File: src/rtl/ex_branch_unit_pkg.sv
// Shared widths, branch op encodings and link-entry payload for the branch execution unit.
package ex_branch_unit_pkg;

    localparam int unsigned DATA_W = 32;
    localparam int unsigned ADDR_W = 32;
    localparam int unsigned TAG_W  = 4;
    localparam int unsigned OP_W   = 4;
    localparam int unsigned LINK_W = TAG_W + DATA_W;

    // Tag value meaning "instruction has no destination register"
    localparam logic [TAG_W-1:0] TAG_FREE = '0;

    typedef enum logic [OP_W-1:0] {
        OP_NOP  = 4'd0,
        OP_BEQ  = 4'd1,
        OP_BNE  = 4'd2,
        OP_BLT  = 4'd3,
        OP_BGE  = 4'd4,
        OP_BLTU = 4'd5,
        OP_BGEU = 4'd6,
        OP_JAL  = 4'd7,
        OP_JALR = 4'd8
    } br_op_e;

    typedef struct packed {
        logic [TAG_W-1:0]  tag;
        logic [DATA_W-1:0] data;
    } link_entry_t;

endpackage

File: src/rtl/branch_result_fifo.sv
// Small FIFO holding link results {tag,data} waiting for CDB broadcast.
module branch_result_fifo
    import ex_branch_unit_pkg::*;
#(
    parameter  int unsigned DEPTH = 2,
    localparam int unsigned PTR_W = $clog2(DEPTH),
    localparam int unsigned CNT_W = PTR_W + 1
) (
    input  logic             clk,
    input  logic             rst,
    input  logic             push,
    input  link_entry_t      push_entry,
    input  logic             pop,
    output logic [CNT_W-1:0] count,
    output logic             head_valid,
    output link_entry_t      head
);

    link_entry_t      mem [DEPTH];
    logic [PTR_W-1:0] wr_ptr;
    logic [PTR_W-1:0] rd_ptr;
    logic             pop_ok;
    logic             push_ok;

    // Pop only a real entry; a push into a full queue is dropped unless the head leaves
    always_comb begin
        pop_ok  = pop && (count != '0);
        push_ok = push && ((count != CNT_W'(DEPTH)) || pop_ok);
    end

    // Pointer and occupancy tracking; pointers wrap naturally since DEPTH is a power of 2
    always_ff @(posedge clk) begin
        if (!rst) begin
            wr_ptr <= '0;
            rd_ptr <= '0;
            count  <= '0;
        end else begin
            if (push_ok) wr_ptr <= wr_ptr + PTR_W'(1);
            if (pop_ok)  rd_ptr <= rd_ptr + PTR_W'(1);
            case ({push_ok, pop_ok})
                2'b10:   count <= count + CNT_W'(1);
                2'b01:   count <= count - CNT_W'(1);
                default: count <= count;
            endcase
        end
    end

    // Entry storage; contents are only observable while counted as valid
    always_ff @(posedge clk) begin
        if (push_ok) mem[wr_ptr] <= push_entry;
    end

    always_comb begin
        head_valid = (count != '0);
        head       = head_valid ? mem[rd_ptr] : '0;
    end

    a_no_overflow: assert property (@(posedge clk) disable iff (!rst)
        !(push && !pop_ok && (count == CNT_W'(DEPTH))));

endmodule

File: src/rtl/ex_branch_unit.sv
// Branch/jump execution unit: resolves one issued bundle per cycle, drives a PC redirect
// pulse and queues JAL/JALR link values for CDB broadcast.
module ex_branch_unit
    import ex_branch_unit_pkg::*;
#(
    parameter int unsigned FIFO_DEPTH = 2
) (
    input  logic              clk,
    input  logic              rst,
    input  logic              ex_branch_en,
    input  logic [DATA_W-1:0] exsrc1_in,
    input  logic [DATA_W-1:0] exsrc2_in,
    input  logic [ADDR_W-1:0] expc_in,
    input  logic [OP_W-1:0]   exaluop_in,
    input  logic [DATA_W-1:0] exoffset_in,
    input  logic [TAG_W-1:0]  extag_in,
    output logic              ex_branch_ready,
    output logic              pc_redirect_en,
    output logic [ADDR_W-1:0] pc_redirect_addr,
    output logic              pc_taken,
    output logic              en_branch_rst,
    output logic [TAG_W-1:0]  branch_rst_tag,
    output logic [DATA_W-1:0] branch_rst_data,
    input  logic              cdb_grant
);

    localparam int unsigned CNT_W = $clog2(FIFO_DEPTH) + 1;

    logic              res_valid;
    logic              res_taken;
    logic              res_link;
    logic [ADDR_W-1:0] res_addr;
    logic [ADDR_W-1:0] target;
    logic [ADDR_W-1:0] fall_thru;
    logic              link_push;
    link_entry_t       link_entry;
    logic [CNT_W-1:0]  fifo_count;
    logic              head_valid;
    link_entry_t       head;

    // Decode the op and evaluate compare, next PC and whether a link value is produced
    always_comb begin
        res_valid = 1'b0;
        res_taken = 1'b0;
        res_link  = 1'b0;
        target    = expc_in + ADDR_W'(exoffset_in);
        fall_thru = expc_in + ADDR_W'(4);
        case (br_op_e'(exaluop_in))
            OP_BEQ:  begin res_valid = 1'b1; res_taken = (exsrc1_in == exsrc2_in); end
            OP_BNE:  begin res_valid = 1'b1; res_taken = (exsrc1_in != exsrc2_in); end
            OP_BLT:  begin res_valid = 1'b1; res_taken = ($signed(exsrc1_in) <  $signed(exsrc2_in)); end
            OP_BGE:  begin res_valid = 1'b1; res_taken = ($signed(exsrc1_in) >= $signed(exsrc2_in)); end
            OP_BLTU: begin res_valid = 1'b1; res_taken = (exsrc1_in <  exsrc2_in); end
            OP_BGEU: begin res_valid = 1'b1; res_taken = (exsrc1_in >= exsrc2_in); end
            OP_JAL:  begin res_valid = 1'b1; res_taken = 1'b1; res_link = 1'b1; end
            OP_JALR: begin
                res_valid = 1'b1;
                res_taken = 1'b1;
                res_link  = 1'b1;
                target    = (ADDR_W'(exsrc1_in) + ADDR_W'(exoffset_in)) & ~ADDR_W'(1);
            end
            default: res_valid = 1'b0;
        endcase
        res_addr = res_taken ? target : fall_thru;
    end

    // Link result is queued only when the jump actually writes a register
    always_comb begin
        link_push       = ex_branch_en && res_link && (extag_in != TAG_FREE);
        link_entry.tag  = extag_in;
        link_entry.data = DATA_W'(fall_thru);
    end

    // One-cycle redirect pulse; address and taken are cleared whenever no pulse is driven
    always_ff @(posedge clk) begin
        if (!rst) begin
            pc_redirect_en   <= 1'b0;
            pc_redirect_addr <= '0;
            pc_taken         <= 1'b0;
        end else if (ex_branch_en && res_valid) begin
            pc_redirect_en   <= 1'b1;
            pc_redirect_addr <= res_addr;
            pc_taken         <= res_taken;
        end else begin
            pc_redirect_en   <= 1'b0;
            pc_redirect_addr <= '0;
            pc_taken         <= 1'b0;
        end
    end

    branch_result_fifo #(
        .DEPTH (FIFO_DEPTH)
    ) u_fifo (
        .clk        (clk),
        .rst        (rst),
        .push       (link_push),
        .push_entry (link_entry),
        .pop        (cdb_grant),
        .count      (fifo_count),
        .head_valid (head_valid),
        .head       (head)
    );

    // CDB request straight from the queue head; one slot of slack covers the bundle in flight
    always_comb begin
        en_branch_rst   = head_valid;
        branch_rst_tag  = head.tag;
        branch_rst_data = head.data;
        ex_branch_ready = (fifo_count < CNT_W'(FIFO_DEPTH - 1));
    end

endmodule

File: config.mk
export PLATFORM = sky130hd
export DESIGN_NAME = ex_branch_unit
export DESIGN_NICKNAME = d
export VERILOG_FILES = /design/src/rtl/ex_branch_unit_pkg.sv /design/src/rtl/branch_result_fifo.sv /design/src/rtl/ex_branch_unit.sv
export SDC_FILE = /design/constraint.sdc
export NUM_CORES = 1
export LEC_CHECK = 0
export BUFFER_PORTS_ARGS = -buffer_cell sky130_fd_sc_hd__buf_2
export CORE_MARGIN = 2
export CORE_UTILIZATION = 50
export CTS_BUF_LIST = sky130_fd_sc_hd__clkbuf_8
export CTS_CLUSTER_SIZE = 40
export DETAILED_ROUTE_END_ITERATION = 10
export PLACE_DENSITY_LB_ADDON = 0.08
export SLEW_MARGIN = 20
export SYNTH_ARGS = -nofsm -noshare
export SYNTH_HDL_FRONTEND = slang
export SYNTH_SLANG_ARGS = --single-unit
export TNS_END_PERCENT = 1
File: constraint.sdc
create_clock -name clk -period 4.4 [get_ports clk]
set_input_delay 0.22 -clock clk [delete_from_list [all_inputs] [get_ports clk]]
set_output_delay 0.22 -clock clk [all_outputs]
set_load 0.05 [all_outputs]
# --- Word-level counts from Yosys, hierarchy flattened ---
# Memories as Yosys holds them, arrays and structs flattened. A register that Yosys moved wholly into a read port is not among the register bits.
# Index checks and enable logic that the tools add are counted.
totals:
  regBits: 38
  word_cells: 56
  ram_bits: 72
  mem_count: 1
  out_inout_bits: 72
  rom_bits: 0
  latch_bits: 0
memory_table:
  columns: ["name", "words", "word_bits", "read_ports", "rd_clocked_by_memory_dff", "write_ports", "line", "rtl"]
  rows:
  - ["u_fifo.mem", 2, 36, 1, 1, 1, "branch_result_fifo.sv:19", "link_entry_t mem [DEPTH];"]
op_classes:
  n_reduce_logical: 12
  magnitude_cmp: 5
  bitwise_logic: 0
  n_eq_ne: 13
  shift: 0
  n_mux: 12
  div: 0
  multipliers: 0
  addsub: 7
op_table:
  columns: ["operator", "count"]
  rows:
  - ["32-bit adder", 2]
  - ["32-bit greater-or-equal comparator", 2]
  - ["32-bit less-than comparator", 2]
  - ["32-bit 2-to-1 mux", 2]
  - ["36-bit 2-to-1 mux", 1]
  - ["32-bit by 3-bit adder with 32-bit output, second input constant", 1]
  - ["32-bit equality test", 1]
  - ["32-bit != test", 1]
  - ["4-bit by 3-bit equality test with 1-bit output, second input constant", 4]
  - ["4-bit by 2-bit equality test with 1-bit output, second input constant", 2]
  - ["8-bit OR reduction", 1]
  - ["1-bit 2-to-1 mux", 7]
  - ["1-bit one-hot mux with 7 select lines", 1]
  - ["1-bit logical AND", 5]
  - ["4-bit by 1-bit equality test with 1-bit output, second input constant", 1]
  - ["4-bit equality test, second input constant", 1]
  - ["2-bit one-hot mux with 2 select lines", 1]
  - ["2-bit nonzero test", 2]
  - ["4-bit nonzero test", 1]
  - ["1-bit adder, second input constant", 2]
  - ["2-bit by 1-bit adder with 2-bit output, second input constant", 1]
  - ["2-bit by 1-bit equality test with 1-bit output, second input constant", 1]
  - ["2-bit equality test, second input constant", 1]
  - ["2-bit by 1-bit less-than comparator with 1-bit output, second input constant", 1]
  - ["5 further kinds", 5]

# --- Longest topological paths before layout ---
# Gate-level depths: netlist of run 1.
logic_depth:
  ltp_word: 8
  mapped_depth: 13
  mapped_depth_nobuf: 13

# --- Cells and area by module ---
# A second synthesis of run 1 with hierarchy kept.
unflattened:
  hier_cells: 1011
  area_unflattened_um2: 9125.0
by_module_without_submodules:
  columns: ["mod", "n_inst", "seq_area_each_um2", "cells_each", "area_per_inst_um2"]
  rows:
  - ["ex_branch_unit", 1, 680.7, 833, 6162.2]
  - ["branch_result_fifo", 1, 2262.2, 178, 2962.8]

# --- Worst setup path after synthesis of run 1 ---
# Ideal clock, no wire load.
synth_path:
  path_type: "reg2reg"
  start: "reg u_fifo.count[0]"
  end: "mem u_fifo.mem[0][0] (netlist bit), enable pin"
  arrival_ns: 2.959
  n_path_buf: 0
  path_slack_ns: 1.010
  setup_ns: 0.431
  synth_period_minus_slack_ns: 3.390
  path_stages_with_launch: 7
  cell_sequence: "dfxtp_1 -> inv_1 -> ha_1 -> nor2b_1 -> o21ai_0 -> a211o_1 -> nor2_1"
synth_via:
  elab_chain_len: 6
  elab_cells_between_ends: 7
synth_lines:
  columns: ["element", "line", "rtl"]
  rows:
  - ["from (decl)", "branch_result_fifo.sv:14", "output logic [CNT_W-1:0] count,"]
  - ["from (signal assigned)", "branch_result_fifo.sv:41", "2'b10: count <= count + CNT_W'(1);"]
  - ["from (signal assigned)", "branch_result_fifo.sv:42", "2'b01: count <= count - CNT_W'(1);"]
  - ["from (signal assigned)", "branch_result_fifo.sv:43", "default: count <= count;"]
  - ["2-bit nonzero test", "branch_result_fifo.sv:27", "pop_ok = pop && (count != '0);"]
  - ["1-bit logical AND", "branch_result_fifo.sv:27", null]
  - ["via u_fifo.pop_ok", "branch_result_fifo.sv:22", "logic pop_ok;"]
  - ["1-bit logical OR", "branch_result_fifo.sv:28", "push_ok = push && ((count != CNT_W'(DEPTH)) || pop_ok);"]
  - ["1-bit logical AND", "branch_result_fifo.sv:28", null]
  - ["1-bit 2-to-1 mux", "branch_result_fifo.sv:50", "if (push_ok) mem[wr_ptr] <= push_entry;"]
  - ["1-bit 2-to-1 mux (not written as such)", "branch_result_fifo.sv:50", null]
  - ["to (decl)", "branch_result_fifo.sv:19", null]
# The timed path passes the listed nets, and every way through them passes these cells.

# --- Worst setup path after layout of run 1 ---
layout_path:
  start: "in expc_in[6]"
  end: "reg pc_redirect_addr[31]"
layout_via:
  elab_chain_len: 3
  elab_cells_between_ends: 4
layout_lines:
  columns: ["element", "line", "rtl"]
  rows:
  - ["from (decl)", "ex_branch_unit.sv:13", "input logic [ADDR_W-1:0] expc_in,"]
  - ["32-bit adder", "ex_branch_unit.sv:46", "target = expc_in + ADDR_W'(exoffset_in);"]
  - ["32-bit 2-to-1 mux", "ex_branch_unit.sv:48", "case (br_op_e'(exaluop_in))"]
  - ["32-bit 2-to-1 mux *", "ex_branch_unit.sv:64", "res_addr = res_taken ? target : fall_thru;"]
  - ["to (signal assigned)", "ex_branch_unit.sv:82", "pc_redirect_addr <= res_addr;"]
  - ["to (decl)", "ex_branch_unit.sv:19", "output logic [ADDR_W-1:0] pc_redirect_addr,"]
# Mark *: on every way between the ends. The rest lies on a longest branch, timed or not.
# A chain may end at the register's enable or synchronous reset.

==> reports/qor.txt, run 1 <==
pwr/cell area = 284 mW/mm^2
post-synth cell types = 65
Inst Count DP = 1457
crit path max fanout = 9
TNS Setup = 0 ns
Die Footprint = 0.0193 sq mm
TritonCTS buffer count = 9
Startpoint Class = primary input
DR pass1 iterations = 5
HPWL after detailed placement = 20500 microns
Pwr Total = 3010 uW
number of fill cells = 1708
async set or reset register ratio after synthesis = 0%
Root Buffer = clkbuf_8
CP Data Arrival Time = 3.35 ns
Total Routing Usage GR = 25.3%
CTS tree = built
EDFF count, synth = 72
R2R Path Start = u_fifo.count[0]
Vias per Instance = 5.64
Period minus WS final = 3.08 ns
Final GP Congestion = 0.941
Seq/Total Area, Yosys = 32.4%
beginning of the critical path = expc_in[6]
Slowest-stage cell, CP = a2111oi_0
initial antenna violation count = 3
Crit path largest cell delay = 0.64 ns
Top FF cell, synth = edfxtp_1
clk_lat worst skew = 0.37 ns
Final period util = 69.9%
worst slew pin tran = 0.628 ns
Clock Skew = 0.0126 ns
DRC viols = 0
area leader, netlist = edfxtp_1
R2R cell count = 7
Slew HR = 57.0%
end of the worst register-to-register path = u_fifo.mem[0][22]
Yosys top cell area share = 23.8%
Sink Count = 111
largest net degree at the start of global routing = 43
antenna viol nets, final = 0
Die H = 139 microns
Initial Utilization = 50.7%
Post-CTS Setup Inserts = 0
critical-path cell list = buf_2 -> ha_1 -> o211ai_1 -> nor3_1 -> a21boi_0 -> a2111oi_0 -> o21ai_0 -> o31ai_1 -> xor2_1 -> or4_1 -> nand4_1 -> nor2_1
Sw Ratio = 36.2%
Mean Syn Cell Area = 8.72 sq um
CP Class = in2reg
Int Pwr = 1920 uW
gr ovfl total = 0
PortBufs = 211
hold buffers post-CTS = 0
Layout Nets = 1479
setup violators final = 0
top cells by area, synth = edfxtp_1 24%, ha_1 13%, dfxtp_1 8.6%
Max Clk Rate = 0.325 GHz
register share of total power = 38.6%
Critical Path RT = 4.68 ns
Comb pwr share = 38.6%
post-DR wirelength/cell = 17.1 microns
CTS Buffer Depth = 2
share of cells above drive strength 1 = 20.2%
Worst Min Path Start = extag_in[3]
H-tree levels = 3
clk slew on worst S/H paths = 0.10 ns
Net Switching = 1090 uW
Mapped Cells = 1042
vias after detailed routing = 8332
Std-Cell Rows = 49
CTS resizes = 0
Final Non-Filler Cells = 1476
Syn. warnings = 0
Iter 0 DRT Violations = 511
Max VDD drop = 0.264 mV
Clock power frac = 22.8%
area grow syn2layout = 17.0%
Core Region = 0.0179 sq mm
final slew viol count = 0
MaxCap Viol Count = 0
static leakage = 0.00476 uW
RSZ-0062 raised after global routing = no
final WL = 25200 microns
crit path to = pc_redirect_addr[31]
syn nets = 1281
flop2flop setup slack = 2.03 ns
mapped cell area = 0.00908 sq mm
# IOs = 212
post-synthesis register bit count = 111
Die Wd = 139 microns
endpoint class of the critical path = register
first-pass GRT wire length = 39100 microns
status = complete, no violations
Worst Hold Class = in2reg
count of final hold-check violations = 0
vias in the first global route = 7479
registers in the layout, summed over array words and instances, names as in the netlist, named ones only:
signal / cells
u_fifo.count: 2
pc_taken: 1
u_fifo.wr_ptr: 1
u_fifo.rd_ptr: 1
pc_redirect_en: 1
pc_redirect_addr: 32
u_fifo.mem: 72
cells in the mapped netlist, types with 14 or more instances:
library cell,number
a31oi_1,16
dfxtp_1,39
nand4_1,25
xnor2_1,46
mux2i_1,40
a21o_1,33
a211oi_1,24
nand3_1,31
inv_1,73
o211ai_1,14
nor3_1,26
o21ai_0,59
xor2_1,27
nand2_1,69
ha_1,97
a21oi_1,92
clkbuf_1,25
edfxtp_1,72
nor2_1,100
cell type report:
| type | instances | area (sq um) | share of cell area [%] |
|---|---|---|---|
| repair buffers | 219 | 1140 | 10.7 |
| diodes | 3 | 7.51 | 0.0706 |
| multi-input cells | 826 | 5750 | 54.1 |
| well taps | 229 | 287 | 2.69 |
| clock inverters | 6 | 109 | 1.02 |
| inverters | 73 | 274 | 2.58 |
| flip-flops and latches | 111 | 2950 | 27.7 |
| clock buffers | 9 | 124 | 1.16 |
kinds of logic after synthesis:
kind of cell	Yosys count	share of synthesized area, %
AOI/OAI and AO/OA	298	21.1
xor gates and xnor gates	73	7.04
adders and majority gates	99	13.8
buffers and inverters	105	4.42
DFF	111	32.4
muxes	40	4.41
and+or+nand+nor	316	16.9
per-stage QoR:
stage                     utilization [%]  cell area (sq um)  hold WS [ns]  setup WS (ns)
after floorplan                         -               9080         0.319           1.01
after global placement               57.9              10400         0.430          0.939
after detailed placement             57.9              10400         0.438          0.968
after CTS                            59.2              10600        0.0494           1.36
after global routing                 59.4              10600        0.0494          0.998
final                                59.4              10600        0.0661           1.32
power by group through the flow:
stage | registers [uW] | logic, uW | clock network (uW)
after floorplan | 1210 | 803 | 0
after global placement | 1190 | 1150 | 0
after detailed placement | 1190 | 1150 | 0
after CTS | 1160 | 1150 | 703
after global routing | 1170 | 1270 | 741
final | 1160 | 1160 | 688
critical path, delay by kind of cell:
| family | cells | cell delay [ns] |
|---|---|---|
| AOI/OAI and AO/OA | 5 | 1.60 |
| xor gates and xnor gates | 1 | 0.12 |
| adders and majority gates | 1 | 0.45 |
| buffers and inverters | 1 | 0.12 |
| and+or+nand+nor | 4 | 0.83 |
placed cells by master (no fill, tap or decap), types with 5 or more instances in the layout:
| cell | synthesis | routed |
|---|---|---|
| nor3_1 | 26 | 26 |
| or3_1 | 6 | 6 |
| and3_1 | 9 | 9 |
| a21boi_0 | 8 | 8 |
| nor2b_1 | 9 | 9 |
| a31oi_1 | 16 | 16 |
| dfxtp_1 | 39 | 38 |
| nand4_1 | 25 | 25 |
| inv_1 | 73 | 73 |
| and2_1 | 7 | 7 |
| nand2_1 | 69 | 69 |
| nand2b_1 | 7 | 7 |
| and4_1 | 5 | 5 |
| nor2_1 | 100 | 98 |
| o21bai_1 | 8 | 8 |
| edfxtp_1 | 72 | 72 |
| a21oi_1 | 92 | 92 |
| a2111oi_0 | 5 | 5 |
| xor2_1 | 27 | 27 |
| ha_1 | 97 | 97 |
| a211oi_1 | 24 | 24 |
| buf_4 | 0 | 7 |
| nand3_1 | 31 | 31 |
| o21a_1 | 6 | 6 |
| buf_2 | 5 | 211 |
| mux2i_1 | 40 | 40 |
| clkbuf_8 | 0 | 9 |
| nor4_1 | 5 | 5 |
| o211ai_1 | 14 | 14 |
| a21o_1 | 33 | 33 |
| o21ai_0 | 59 | 59 |
| xnor2_1 | 46 | 46 |
worst min path at each step:
| stage | cells past startpoint | to |
|---|---|---|
| 2_1_floorplan | 0 | u_fifo.mem[0][0] |
| 3_3_place_gp | 1 | u_fifo.mem[1][33] |
| 3_5_place_dp | 1 | u_fifo.mem[0][33] |
| 4_1_cts | 1 | u_fifo.mem[1][33] |
| 5_1_grt | 1 | u_fifo.mem[1][33] |
| 6_report | 1 | u_fifo.mem[1][35] |
per-layer routing:
layer,vias up,share of wire [%],track usage [%]
met5,-,0,0
met4,0,1.6,6.43
met3,25,6.1,2.94
met2,301,42,37.8
met1,3771,50,38.9
li1,4235,-,-
(Power assumes the default switching activity.)
==> run 2, diff against run 1 <==
Clock period 4.4 ns to 2.9 ns, I/O delays scaled along.
==> reports/qor.txt, run 2 (same netlist as run 1, synthesis figures left out) <==
Die Footprint = 0.0193 sq mm (unchanged)
Slew HR = 59.4% (+2.3 points)
HPWL after detailed placement = 21600 microns (+5.3%)
PortBufs = 211 (unchanged)
Worst Min Path Start = rst
final slew viol count = 0 (unchanged)
Vias per Instance = 5.49 (-2.7%)
endpoint class of the critical path = register
status = complete, no violations
Post-CTS Setup Inserts = 0 (unchanged)
pwr/cell area = 398 mW/mm^2 (+40%)
Startpoint Class = primary input
final core occ = 65.7% (+6.3 points)
crit path max fanout = 3 (-6)
Die H = 139 microns (unchanged)
Root Buffer = clkbuf_8
Clock Skew = 0.0130 ns (+0.000413 ns)
Worst Hold Class = in2reg
MaxCap Viol Count = 0 (unchanged)
vias after detailed routing = 8895 (+6.8%)
Pwr Total = 4680 uW (+55%)
Top reg by flops = u_fifo.mem
Final period util = 95.5%
CP Class = in2reg
Initial Utilization = 50.7% (unchanged)
vias in the first global route = 8083 (+8.1%)
static leakage = 0.00546 uW (+15%)
count of final hold-check violations = 0 (unchanged)
setup violators final = 0 (unchanged)
H-tree levels = 3 (unchanged)
commonest non-fill, non-tap cell in the layout = buf_2
biggest regs = u_fifo.mem x72, pc_redirect_addr x32, u_fifo.count x2
initial antenna violation count = 1 (-2)
CTS Buffer Depth = 2 (unchanged)
leading cell types in the layout, fill and taps excluded = 211 x buf_2, 143 x buf_4, 98 x nor2_1, 97 x ha_1, 92 x a21oi_1
Final GP Congestion = 0.985 (+4.7%)
clk slew on worst S/H paths = 0.11 ns (about the same)
post-DR wirelength/cell = 16.1 microns (-5.9%)
Iter 0 DRT Violations = 481 (-5.9%)
beginning of the critical path = exoffset_in[1]
worst slew pin tran = 0.605 ns (-0.0233 ns)
area grow syn2layout = 29.4%
Slowest-stage cell, CP = nor3_1
CTS tree = built
R2R Path Start = u_fifo.count[0]
gr ovfl total = 0 (unchanged)
TritonCTS buffer count = 9 (unchanged)
CP Data Arrival Time = 3.02 ns (-0.33 ns)
Core Region = 0.0179 sq mm (unchanged)
antenna viol nets, final = 0 (unchanged)
clk_lat worst skew = 0.37 ns (about the same)
final WL = 26000 microns (+3.3%)
Total Routing Usage GR = 26.1% (+0.76 points)
Die Wd = 139 microns (unchanged)
Sink Count = 111 (unchanged)
largest net degree at the start of global routing = 39 (-9.3%)
# IOs = 212 (unchanged)
DR pass1 iterations = 5 (unchanged)
Period minus WS final = 2.77 ns
share of cells above drive strength 1 = 28.5% (+8.3 points)
Critical Path RT = 3.15 ns (-1.53 ns)
Layout Nets = 1624 (+9.8%)
Max Clk Rate = 0.361 GHz
Buf/Inv on CP = 3 (+2)
DRC viols = 0 (unchanged)
hold slack final = 0.0729 ns (+0.00677 ns)
Std-Cell Rows = 49 (unchanged)
Max VDD drop = 0.406 mV (+53%)
critical-path cell list = buf_2 -> buf_4 -> ha_1 -> a311oi_1 -> nor3_1 -> o21ai_0 -> a31oi_1 -> o22a_1 -> a21o_1 -> a21oi_1 -> buf_4 -> o2111a_1 -> a211oi_1 -> a21oi_1
Crit path largest cell delay = 0.38 ns (-0.26 ns)
CP top delay family = compound AO/OA/AOI/OAI gates
max FFs per register = 72 (unchanged)
first-pass GRT wire length = 40800 microns (+4.3%)
run 2: changes by cell type in the layout (fill, tap and decap cells not counted), moves of 2 or more:
cell,delta
dlygate4sd3_1,+4
diode_2,-2
buf_4,+136
buf_12,+6
bufinv_16,-2
run 2: power by group:
group | switching [uW] | total, uW | internal, uW
logic | 1210 | 2030 | 823
clock network | 499 | 902 | 403
registers | 27.7 | 1750 | 1720
total | 1730 | 4680 | 2950
run 2: layout make-up:
class	instances	area, sq um
clock inverters	7	71.3
diodes	1	2.50
flip-flops and latches	111	2940
clock buffers	9	124
multi-input cells	826	5770
inverters	73	274
well taps	229	287
repair buffers	364	2290
fillers	1620	6140
run 2: final timing paths:
check,to,cells past startpoint,slack (ns)
worst min-delay path,u_fifo.wr_ptr,2,0.07
worst min register to register,register,2,0.57
worst max register to register,u_fifo.count[0],8,0.75
worst max-delay path,pc_redirect_addr[25],14,0.13
run 2: layer usage:
layer	global-route usage [%]	routed length, microns	up-vias
met3	2.49	1670	26
met5	0	0	-
met1	38.6	12400	4007
li1	-	-	4540
met4	6.22	371	0
met2	41.3	11500	322
run 2: through the flow:
stage	TNS [ns]	area, sq um	std cells	setup slack (ns)
3_3_place_gp	-1.84	11500	1599	-0.347
4_1_cts	0	11700	1619	0.0954
2_1_floorplan	-16.95	9090	1042	-0.471
5_1_grt	-0.0358	11800	1620	-0.0257
3_5_place_dp	-2.94	11500	1599	-0.448
6_report	0	11800	1620	0.131
run 2: repair_timing:
action | CTS | global route
setup endpoints to repair | 1 | 5
endpoints found under the hold margin | 8 | 0
gates resized for setup | 1 | 3
hold buffers | 4 | 0
